[src/rtl/alu_pkg.sv]
// Shared definitions for the serial negator.
//   mode_t  : operation select (NEG, ABS, ONES, PASS)
//   state_t : control FSM encoding (IDLE, RUN, DONE)
//   eff_mode: resolves ABS into the per-bit rule actually applied
package alu_pkg;

    typedef enum logic [1:0] {
        NEG  = 2'd0,
        ABS  = 2'd1,
        ONES = 2'd2,
        PASS = 2'd3
    } mode_t;

    typedef enum logic [1:0] {
        IDLE = 2'd0,
        RUN  = 2'd1,
        DONE = 2'd2
    } state_t;

    // ABS is NEG for a negative operand and PASS otherwise; the bit cell
    // never sees ABS itself.
    function automatic mode_t eff_mode(input mode_t m, input logic msb);
        if (m == ABS) return msb ? NEG : PASS;
        return m;
    endfunction

endpackage

[src/rtl/neg_bit_cell.sv]
// One bit of the serial operation, purely combinational.
//   b             : current operand bit (LSB first)
//   seen_one      : a 1 has already appeared in a lower bit
//   mode_eff      : NEG, ONES or PASS (ABS already resolved)
//   out_bit       : result bit
//   seen_one_next : updated seen_one for the next bit
module neg_bit_cell
    import alu_pkg::*;
(
    input  logic  b,
    input  logic  seen_one,
    input  mode_t mode_eff,
    output logic  out_bit,
    output logic  seen_one_next
);

    always_comb begin
        out_bit       = b;
        seen_one_next = seen_one;
        case (mode_eff)
            // Two's complement: copy up to and including the first 1,
            // invert everything above it.
            NEG: begin
                out_bit       = seen_one ? ~b : b;
                seen_one_next = seen_one | b;
            end
            ONES:    out_bit = ~b;
            default: out_bit = b;
        endcase
    end

endmodule

[src/rtl/serial_negator.sv]
// Bit-serial negate / abs / one's complement / pass unit.
//   clk, rst : clock, synchronous active-high reset
//   start    : request, taken only when not busy
//   mode     : 0=NEG 1=ABS 2=ONES 3=PASS
//   operand  : two's-complement input, captured with start
//   busy     : high during the WIDTH processing cycles
//   done     : one-cycle pulse when result/ovf/zero are updated
//   result   : result, held until the next operation completes
//   ovf      : NEG/ABS of the most-negative value
//   zero     : result is all zeros
module serial_negator
    import alu_pkg::*;
#(
    parameter int WIDTH = 6
) (
    input  logic             clk,
    input  logic             rst,
    input  logic             start,
    input  logic [1:0]       mode,
    input  logic [WIDTH-1:0] operand,
    output logic             busy,
    output logic             done,
    output logic [WIDTH-1:0] result,
    output logic             ovf,
    output logic             zero
);

    localparam int CW = $clog2(WIDTH);
    localparam logic [CW-1:0]    LAST    = CW'(WIDTH - 1);
    localparam logic [WIDTH-1:0] MIN_NEG = {1'b1, {(WIDTH-1){1'b0}}};

    state_t           state;
    logic [CW-1:0]    cnt;
    logic             seen_one;
    mode_t            mode_q;
    logic [WIDTH-1:0] op_q;     // untouched copy for ABS sign and ovf
    logic [WIDTH-1:0] op_sh;    // shifted right each cycle, bit 0 is current
    logic [WIDTH-2:0] sr_q;     // result bits gathered so far, MSB-aligned

    logic             out_bit;
    logic             seen_one_next;
    logic [WIDTH-1:0] sr_nxt;

    neg_bit_cell u_cell (
        .b             (op_sh[0]),
        .seen_one      (seen_one),
        .mode_eff      (eff_mode(mode_q, op_q[WIDTH-1])),
        .out_bit       (out_bit),
        .seen_one_next (seen_one_next)
    );

    // New bit enters at the top; after WIDTH shifts the first bit is at LSB.
    assign sr_nxt = {out_bit, sr_q};

    always_ff @(posedge clk) begin
        if (rst) begin
            state    <= IDLE;
            cnt      <= '0;
            seen_one <= 1'b0;
            mode_q   <= NEG;
            op_q     <= '0;
            op_sh    <= '0;
            sr_q     <= '0;
            result   <= '0;
            ovf      <= 1'b0;
            zero     <= 1'b0;
            busy     <= 1'b0;
            done     <= 1'b0;
        end else begin
            case (state)
                RUN: begin
                    sr_q     <= sr_nxt[WIDTH-1:1];
                    op_sh    <= op_sh >> 1;
                    seen_one <= seen_one_next;
                    cnt      <= cnt + CW'(1);
                    if (cnt == LAST) begin
                        state  <= DONE;
                        busy   <= 1'b0;
                        done   <= 1'b1;
                        result <= sr_nxt;
                        zero   <= (sr_nxt == '0);
                        ovf    <= (mode_q == NEG || mode_q == ABS) && (op_q == MIN_NEG);
                    end
                end
                default: begin  // IDLE, DONE
                    done <= 1'b0;
                    if (start) begin
                        op_q     <= operand;
                        op_sh    <= operand;
                        mode_q   <= mode_t'(mode);
                        cnt      <= '0;
                        seen_one <= 1'b0;
                        busy     <= 1'b1;
                        state    <= RUN;
                    end else begin
                        state <= IDLE;
                    end
                end
            endcase
        end
    end

endmodule
[config.mk]
export PLATFORM = sky130hd
export DESIGN_NAME = serial_negator
export DESIGN_NICKNAME = d
export VERILOG_FILES = /design/src/rtl/alu_pkg.sv /design/src/rtl/neg_bit_cell.sv /design/src/rtl/serial_negator.sv
export SDC_FILE = /design/constraint.sdc
export NUM_CORES = 1
export LEC_CHECK = 0
export BUFFER_PORTS_ARGS = -buffer_cell sky130_fd_sc_hd__clkbuf_2
export CAP_MARGIN = 10
export CORE_AREA = 2 2 55 57
export CTS_CLUSTER_SIZE = 25
export DETAILED_ROUTE_END_ITERATION = 8
export DIE_AREA = 0 0 57 59
export GPL_ROUTABILITY_DRIVEN = 0
export GPL_TIMING_DRIVEN = 0
export PLACE_DENSITY_LB_ADDON = 0.1
export SLEW_MARGIN = 20
export SYNTH_ARGS = -nofsm -noshare
export SYNTH_HDL_FRONTEND = slang
export SYNTH_SLANG_ARGS = --single-unit
[constraint.sdc]
create_clock -name clk -period 1.47 [get_ports clk]
set_input_delay 0.147 -clock clk [delete_from_list [all_inputs] [get_ports clk]]
set_output_delay 0.147 -clock clk [all_outputs]
set_load 0.01 [all_outputs]
==> out/metrics.cfg, run 1 <==
[critical_path]
cp-start-kind = flop
crit_required_ps = 1700
crit_arrival_ps = 1510
crit_type = flop to flop
cp_max_fo = 4
end_kind = flop

[final_layout]
multi_input_area_sq_um = 634
ff_latch_area_sq_um = 701
insertedDiodeCount = 0
final_cell_count_no_fill = 220
layout-drive-gt1-share = 0.196
finalNetCount = 202
syn_to_final_growth_pct = 12.7
nFillCells = 254

[timing]
fin_crit_ps = 1270
period_share = 0.866
fmax_mhz = 785
finalSetupTns_ps = 0
finClkSkew_ps = 5.02
finalHoldViolations = 0
fin_hold_ws_ps = 65.3
setup_ws_ps = 197
rsz0062_at_grt = no
slew_headroom = 0.657
slew_violations = 0
setup_violations = 0
worstMarginPinSlew_ps = 515

[grt]
grt_pass1_wl_microns = 4810
grt-ovfl-total = 0
grt_max_degree = 11
antenna_found_initial = 0
grt_pass1_vias = 1076
grt_use_total = 0.191

[route]
viasPerCell = 5.31
routedWlPerCell_microns = 13.0
num_vias = 1168
first_pass_iters = 4
routed_wl_microns = 2870
ant_nets = 0
drc = 0
drtIter0Drc = 40

[yosys]
synth_cell_type_count = 31
syn_avg_cell_area_sq_um = 8.67
synth.yosys.seq_area_share = 0.496
synth_flop_cell = dfxtp_1
synth_edf_count = 0
synthTopCellsByCount = dfxtp_1 (35), nand2_1 (31), a21oi_1 (23)
synth_nets = 177
yosys_warnings = 0
async_flop_share = 0
syn-instance-count = 163
synth_most_common_cell = dfxtp_1
ys_seq_elements = 35
syn_area_sq_um = 1410
yosys.area.top_type = dfxtp_1
synth_top_area_frac = 0.496
ys_top_cells_by_area = dfxtp_1 (50%), nand2_1 (8.2%), a21oi_1 (8.1%)

[place]
place_ws_ps = 188
place.detailed.hpwl_microns = 2120
io_buffers = 18
placed_cells = 212

[power]
worst_ir_drop_vdd_mv = 0.775
leakagePower_nw = 0.657
power_w = 0.00167
powerDensity_nw_per_um2 = 1050

[worst_hold_path]
hp-class = primary input to flop

[die]
fp.dieH_microns = 59
ios = 21
rows = 19
die_area_sq_um = 3360
start_util = 0.521
coreArea_sq_um = 2710
fp.dieW_microns = 57

[clock_network]
clk_path_buf_depth = 2
clock_latency_ps = 330
post_cts_buffers = 0
clkSlewWorstSetupHoldPaths_ps = 100
cts_buffers = 5
post_cts_resized = 0
h-tree-depth = 2
cts_sinks = 35
clock-root-buffer = clkbuf_4
cts_hold_buffers = 0
tritoncts = built

[job]
drv_cap = 0

[status]
status = finished clean

placed cells by master, fill, tap and decap left out, types with 2 or more instances in the layout:
cell type,count
nand2_1,31
inv_1,5
nor2_1,13
nand2b_1,3
ha_1,3
a211oi_1,5
mux2i_1,6
clkbuf_2,18
clkbuf_4,5
a21oi_1,23
clkbuf_1,6
dfxtp_1,35
and3_1,2
buf_2,5
nand3_1,8
nor3_1,3
worst max-delay path, cell delays in order, from the launching register on:
cell and delay (ps):
dfxtp_1 400, inv_1 60, ha_1 260, o221ai_1 180
a32o_2 280
per-layer routing:
metal	up-vias	GRT usage	share of wire
met3	6	0.0677	0.047
met4	0	0.0698	0.015
met5	-	0	0
li1	607	-	-
met2	28	0.300	0.46
met1	527	0.244	0.48
flip-flops by register name, indices dropped and copies added, names as in the netlist, 2 cells and up:
| register | flops |
|---|---|
| mode_q | 2 |
| state | 2 |
| op_sh | 6 |
| op_q | 6 |
| cnt | 3 |
| sr_q | 5 |
| result | 6 |
logic make-up (layout without fill, tap and decap cells):
logic type               Yosys count  count (layout)  synth area share
flip-flops                        35              35             0.496
AO/OA/AOI/OAI                     34              34             0.145
XOR/XNOR                           2               2            0.0124
adder cells (fa/ha/maj)            3               3            0.0266
AND/OR/NAND/NOR                   67              67             0.222
buffers and inverters             16              42            0.0549
multiplexers                       6               6            0.0425
final timing paths:
kind	startpoint	to	slack, ps	depth (start not counted)
max	op_sh[0]	zero	200	4
min	mode[0]	mode_q[0]	70	3
max reg2reg	op_sh[0]	zero	200	4
min reg2reg	op_q[0]	op_q[0]	460	2
final cells by class:
class                           instances  share of cell area
Tap cell                               31              0.0244
Timing Repair Buffer                   18              0.0566
Sequential cell                        35               0.440
Buffer                                 11              0.0369
Clock inverter                          1             0.00314
Inverter                                5              0.0118
Clock buffer                            7              0.0283
Multi-Input combinational cell        112               0.399
per-stage QoR:
step / util / instance area (sq um)
finish: 0.587 / 1590
global placement: 0.569 / 1540
floorplan: - / 1410
detailed placement: 0.569 / 1540
global route: 0.587 / 1590
CTS: 0.587 / 1590
power breakdown:
group | switching, W | internal [W] | leakage [nW]
clock network | 0.000299 | 0.000186 | 0.0293
logic | 0.000108 | 0.0000711 | 0.342
registers | 0.0000249 | 0.000985 | 0.286
total | 0.000432 | 0.00124 | 0.657
(Power assumes the default switching activity.)
==> run 2: changes to the inputs <==
BUFFER_PORTS_ARGS = default   (was -buffer_cell sky130_fd_sc_hd__clkbuf_2)
DONT_BUFFER_PORTS = 1   (was default)
PLACE_DENSITY_LB_ADDON = 0.12   (was 0.1)
==> run 2 against run 1 <==
Net effect:
- worst setup slack got worse by 61 ps
- sequential cell count did not move
- clock skew increased by 3.5 ps
- via count decreased by 1.5%
- sequential share of layout area fell by 0.24 points
- first-iteration DRC count fell by 2.5%
- largest cell class unchanged
- register-to-register slack got worse by 60 ps
- cell area rose by 0.55%
- worst hold slack got worse by 22 ps
==> out/metrics.cfg, run 2 (synthesis results as in run 1) <==
[status]
status = finished clean  ; unchanged

[final_layout]
insertedDiodeCount = 0  ; unchanged
biggestRegsByFlops = op_q x6, op_sh x6, result x6  ; unchanged
layout-drive-gt1-share = 0.112  ; was 0.196
final_common_cell = dfxtp_1  ; unchanged
final_cell_mix = dfxtp_1 (35), nand2_1 (31), a21oi_1 (23)  ; unchanged
syn_to_final_growth_pct = 13.3  ; was 12.7%
ff_latch_area_sq_um = 701  ; unchanged
finalNetCount = 192  ; was 202
fin_util = 0.590  ; was 0.587
nFillCells = 266  ; was 254
final_cell_count_no_fill = 210  ; was 220
multi_input_area_sq_um = 634  ; unchanged

[critical_path]
reg2reg_to = result[5]  ; was zero
crit_required_ps = 1660  ; was 1700 ps
cp-start-kind = flop  ; unchanged
crit_arrival_ps = 1530  ; was 1510 ps
startpoint = op_sh[0]  ; unchanged
ff2ff_setup_slack_ps = 140  ; was 200 ps
end_kind = flop  ; unchanged
regToRegStartpoint = op_sh[0]  ; unchanged
r2r_cells = 4  ; unchanged
cpPeakStageDelay_ps = 400  ; about the same
critPathSlowestCell = dfxtp_1  ; unchanged
cp_cell_sequence = inv_1, ha_1, o221ai_1, a211oi_2  ; was inv_1, ha_1, o221ai_1, a32o_2
cp_max_fo = 4  ; unchanged
crit_type = flop to flop  ; unchanged

[clock_network]
post_cts_resized = 0  ; unchanged
clock_latency_ps = 330  ; about the same
clock-root-buffer = clkbuf_4  ; unchanged
tritoncts = built  ; unchanged
cts_sinks = 35  ; unchanged
clkSlewWorstSetupHoldPaths_ps = 100  ; about the same
clk_path_buf_depth = 2  ; unchanged
h-tree-depth = 2  ; unchanged
cts_buffers = 5  ; unchanged

[place]
place.detailed.hpwl_microns = 2080  ; was 2120 microns
placed_cells = 194  ; was 212
io_buffers = 0  ; was 18

[route]
ant_nets = 0  ; unchanged
viasPerCell = 5.48  ; was 5.31
wl_met3_microns = 161  ; was 134 microns
routedWlPerCell_microns = 13.6  ; was 13.0 microns
num_vias = 1151  ; was 1168
drc = 0  ; unchanged
first_pass_iters = 4  ; unchanged
wl_met2_microns = 1360  ; was 1310 microns
routed_wl_microns = 2870  ; about the same
wl_met1_microns = 1320  ; was 1370 microns
drtIter0Drc = 39  ; was 40
routed.top_layer = met4  ; unchanged

[timing]
finalHoldViolations = 0  ; unchanged
slew_violations = 0  ; unchanged
worstMarginPinSlew_ps = 495  ; was 515 ps
rsz0062_at_grt = no  ; unchanged
slew_headroom = 0.670  ; was 0.657
fin_crit_ps = 1330  ; was 1270 ps
finClkSkew_ps = 8.51  ; was 5.02 ps
fmax_mhz = 750  ; was 785 MHz
period_share = 0.907  ; was 0.866
finalSetupTns_ps = 0  ; unchanged
setup_violations = 0  ; unchanged

[worst_hold_path]
hold_end = op_sh[5]  ; was mode_q[0]
hp-class = primary input to flop  ; unchanged
min_path_cells = 2  ; was 3
min-delay-start = operand[5]  ; was mode[0]

[power]
p_sw_frac = 0.239  ; was 0.258
p_int_w = 0.00134  ; was 0.00124 W
pwr-share-clk = 0.325  ; was 0.290
p_sw_w = 0.000423  ; was 0.000432 W
p_seq_frac = 0.573  ; was 0.603
worst_ir_drop_vdd_mv = 0.727  ; was 0.775 mV
leakagePower_nw = 0.620  ; was 0.657 nW
powerDensity_nw_per_um2 = 1100  ; was 1050 nW/um^2
comb_power_share = 0.102  ; was 0.107

[job]
drv_cap = 0  ; unchanged

[grt]
antenna_found_initial = 0  ; unchanged
grt_pass1_vias = 1140  ; was 1076
grt_max_degree = 11  ; unchanged
grt_use_total = 0.199  ; was 0.191
grt_pass1_wl_microns = 5070  ; was 4810 microns
grt-ovfl-total = 0  ; unchanged

[die]
ios = 21  ; unchanged
fp.dieW_microns = 57  ; unchanged
coreArea_sq_um = 2710  ; unchanged
die_area_sq_um = 3360  ; unchanged
fp.dieH_microns = 59  ; unchanged
start_util = 0.521  ; unchanged
rows = 19  ; unchanged

-- run 2: cell types whose count changed in the layout (fill, tap and decap cells not counted) --
cell	delta
clkbuf_1	-1
clkbuf_2	-18
clkbuf_8	+2
clkinv_2	-1
dlygate4sd3_1	+8
-- run 2: how the worst max path moves through the flow --
| stage | endpoint | cells past startpoint |
|---|---|---|
| 3_3_place_gp | result[5] | 4 |
| 6_report | result[5] | 4 |
| 4_1_cts | sr_q[4] | 4 |
| 2_1_floorplan | zero | 4 |
| 5_1_grt | sr_q[4] | 4 |
| 3_5_place_dp | result[5] | 4 |
-- run 2: critical path: cells and delay by family, from the launching register on --
kind / cells / cell delay (ps)
flops: 1 / 400
fa+ha+maj: 1 / 270
compound gates: 2 / 480
buf+inv: 1 / 60
-- run 2: through the flow --
| stage | power (W) | setup slack [ps] | cell area [sq um] | hold slack [ps] |
|---|---|---|---|---|
| 5_1_grt | 0.00186 | 40.0 | 1600 | 57.3 |
| 2_1_floorplan | 0.00116 | 300 | 1410 | 294 |
| 3_3_place_gp | 0.00119 | 177 | 1450 | 306 |
| 6_report | 0.00177 | 136 | 1600 | 43.5 |
| 4_1_cts | 0.00179 | 151 | 1600 | 30.8 |
| 3_5_place_dp | 0.00120 | 163 | 1450 | 304 |
-- run 2: cell type report --
| type | count | area share |
|---|---|---|
| sequential | 35 | 0.438 |
| multi-input combinational | 112 | 0.396 |
| timing repair buffer | 8 | 0.0500 |
| clock buffer | 8 | 0.0430 |
| buffer | 11 | 0.0367 |
| tap | 31 | 0.0242 |
| inverter | 5 | 0.0117 |
-- run 2: routing by layer --
| metal | global-route usage | vias up |
|---|---|---|
| li1 | - | 588 |
| met1 | 0.240 | 529 |
| met2 | 0.322 | 32 |
| met3 | 0.0786 | 2 |
| met4 | 0.0764 | 0 |
| met5 | 0 | - |
-- run 2: what timing repair did --
action / CTS / global route
hold buffers: 8 / 0
buffers inserted: 0 / 0
endpoints found under the hold margin: 8 / 0
-- run 2: power by group through the flow --
stage	combinational [W]	clock, W	sequential [W]
after CTS	0.000180	0.000595	0.00101
after global placement	0.000158	0	0.00103
after floorplan	0.000130	0	0.00103
after detailed placement	0.000163	0	0.00103
final	0.000180	0.000575	0.00101
after global routing	0.000206	0.000636	0.00102
==> run 3: changes to the inputs <==
CORE_AREA = 2 2 77 42   (was 2 2 55 57)
DIE_AREA = 0 0 79 44   (was 0 0 57 59)
==> run 3 against run 2 <==
Net effect:
- clock skew about the same
- global-route usage up 0.81 points
- sequential power about the same
- sequential cell count unchanged
- critical path depth unchanged
- highest routed layer unchanged
==> out/metrics.cfg, run 3 (synthesis results as in run 1) <==
[critical_path]
crit_type = flop to flop  ; unchanged
critPathSlowestCell = dfxtp_1  ; unchanged
end_kind = flop  ; unchanged
crit_arrival_ps = 1520  ; was 1530 ps
cpPeakStageDelay_ps = 410  ; was 400 ps
cp-start-kind = flop  ; unchanged
cp_cell_sequence = inv_1, ha_1, o221ai_1, a32o_2  ; was inv_1, ha_1, o221ai_1, a211oi_2
cp_max_fo = 4  ; unchanged
crit_required_ps = 1650  ; was 1660 ps

[final_layout]
biggestRegsByFlops = op_q x6, op_sh x6, result x6  ; unchanged
nFillCells = 261  ; was 266
layout-drive-gt1-share = 0.123  ; was 0.112
insertedDiodeCount = 0  ; unchanged
finalNetCount = 184  ; was 192
syn_to_final_growth_pct = 11.9  ; was 13.3%
final_cell_count_no_fill = 211  ; was 210
final_common_cell = dfxtp_1  ; unchanged
final_cell_mix = dfxtp_1 (35), nand2_1 (31), a21oi_1 (23)  ; unchanged

[route]
viasPerCell = 5.41  ; was 5.48
drc = 0  ; unchanged
ant_nets = 0  ; unchanged
num_vias = 1142  ; was 1151
first_pass_iters = 4  ; unchanged
drtIter0Drc = 181  ; was 39
routed_wl_microns = 3090  ; was 2870 microns
routedWlPerCell_microns = 14.6  ; was 13.6 microns

[clock_network]
clock_latency_ps = 280  ; was 330 ps
tritoncts = built  ; unchanged
cts_sinks = 35  ; unchanged
clock-root-buffer = clkbuf_8  ; was clkbuf_4
cts_hold_buffers = 0  ; was 8
post_cts_buffers = 0  ; unchanged
post_cts_resized = 0  ; unchanged
clkSlewWorstSetupHoldPaths_ps = 80  ; was 100 ps
h-tree-depth = 2  ; unchanged
cts_buffers = 5  ; unchanged
clk_path_buf_depth = 2  ; unchanged

[grt]
grt_pass1_vias = 1086  ; was 1140
grt-ovfl-total = 0  ; unchanged
grt_max_degree = 12  ; was 11
antenna_found_initial = 0  ; unchanged
grt_use_total = 0.207  ; was 0.199
grt_pass1_wl_microns = 5320  ; was 5070 microns

[timing]
worstMarginPinSlew_ps = 549  ; was 495 ps
setup_violations = 0  ; unchanged
finalSetupTns_ps = 0  ; unchanged
slew_violations = 0  ; unchanged
fmax_mhz = 746  ; was 750 MHz
finalHoldViolations = 0  ; unchanged
fin_crit_ps = 1340  ; was 1330 ps
period_share = 0.912  ; was 0.907
finClkSkew_ps = 8.33  ; was 8.51 ps
rsz0062_at_grt = no  ; unchanged
slew_headroom = 0.634  ; was 0.670

[die]
die_area_sq_um = 3480  ; was 3360 sq um
rows = 14  ; was 19
fp.dieH_microns = 44  ; was 59 microns
fp.dieW_microns = 79  ; was 57 microns
ios = 21  ; unchanged
coreArea_sq_um = 2840  ; was 2710 sq um
start_util = 0.498  ; was 0.521

[job]
drv_cap = 0  ; unchanged

[power]
worst_ir_drop_vdd_mv = 0.638  ; was 0.727 mV
powerDensity_nw_per_um2 = 1310  ; was 1100 nW/um^2
leakagePower_nw = 0.609  ; was 0.620 nW

[status]
status = finished clean  ; unchanged

[place]
io_buffers = 0  ; unchanged
placed_cells = 203  ; was 194
place.detailed.hpwl_microns = 2210  ; was 2080 microns

[worst_hold_path]
hp-class = primary input to flop  ; unchanged

## run 3: layout make-up
type,count,area [sq um],area share
multi-input cells,112,634,0.401
inverters,5,18.8,0.0119
plain buffers,11,58.8,0.0372
clock buffers,6,82.6,0.0523
flip-flops and latches,35,701,0.443
clock inverters,2,35.0,0.0222
well taps,40,50.0,0.0317
## run 3: through the flow
stage	total power, W	cell area [sq um]	hold slack [ps]	setup slack (ps)	util
2_1_floorplan	0.00116	1410	294	300	-
3_3_place_gp	0.00120	1460	317	151	0.515
3_5_place_dp	0.00120	1460	320	148	0.515
4_1_cts	0.00209	1580	13.2	127	0.557
5_1_grt	0.00217	1580	16.4	48.0	0.557
6_report	0.00207	1580	20.3	129	0.557
## run 3: power by group
group | switching [W] | leakage, nW | internal [W]
registers | 0.0000275 | 0.286 | 0.000986
logic | 0.000106 | 0.262 | 0.0000634
clock network | 0.000343 | 0.0612 | 0.000549
total | 0.000477 | 0.609 | 0.00160
## run 3: final timing paths
| check | from | end | cells past startpoint | slack, ps |
|---|---|---|---|---|
| max | op_sh[0] | zero | 4 | 130 |
| min | operand[1] | op_q[1] | 2 | 20 |
| max reg2reg | op_sh[0] | zero | 4 | 130 |
| min reg2reg | op_q[3] | op_q[3] | 2 | 460 |
## run 3: routing by layer
layer	vias to the layer above	share of wire	GRT usage
li1	568	-	-
met1	527	0.50	0.308
met2	43	0.41	0.271
met3	4	0.074	0.0688
met4	0	0.0087	0.0862
met5	-	0	0
## run 3: worst max-delay path, delay by kind of cell (launching register included)
family                   cells  cell delay, ps
adder cells (fa/ha/maj)      1             290
buffers and inverters        1              60
flip-flops                   1             410
AO/OA/AOI/OAI                2             480
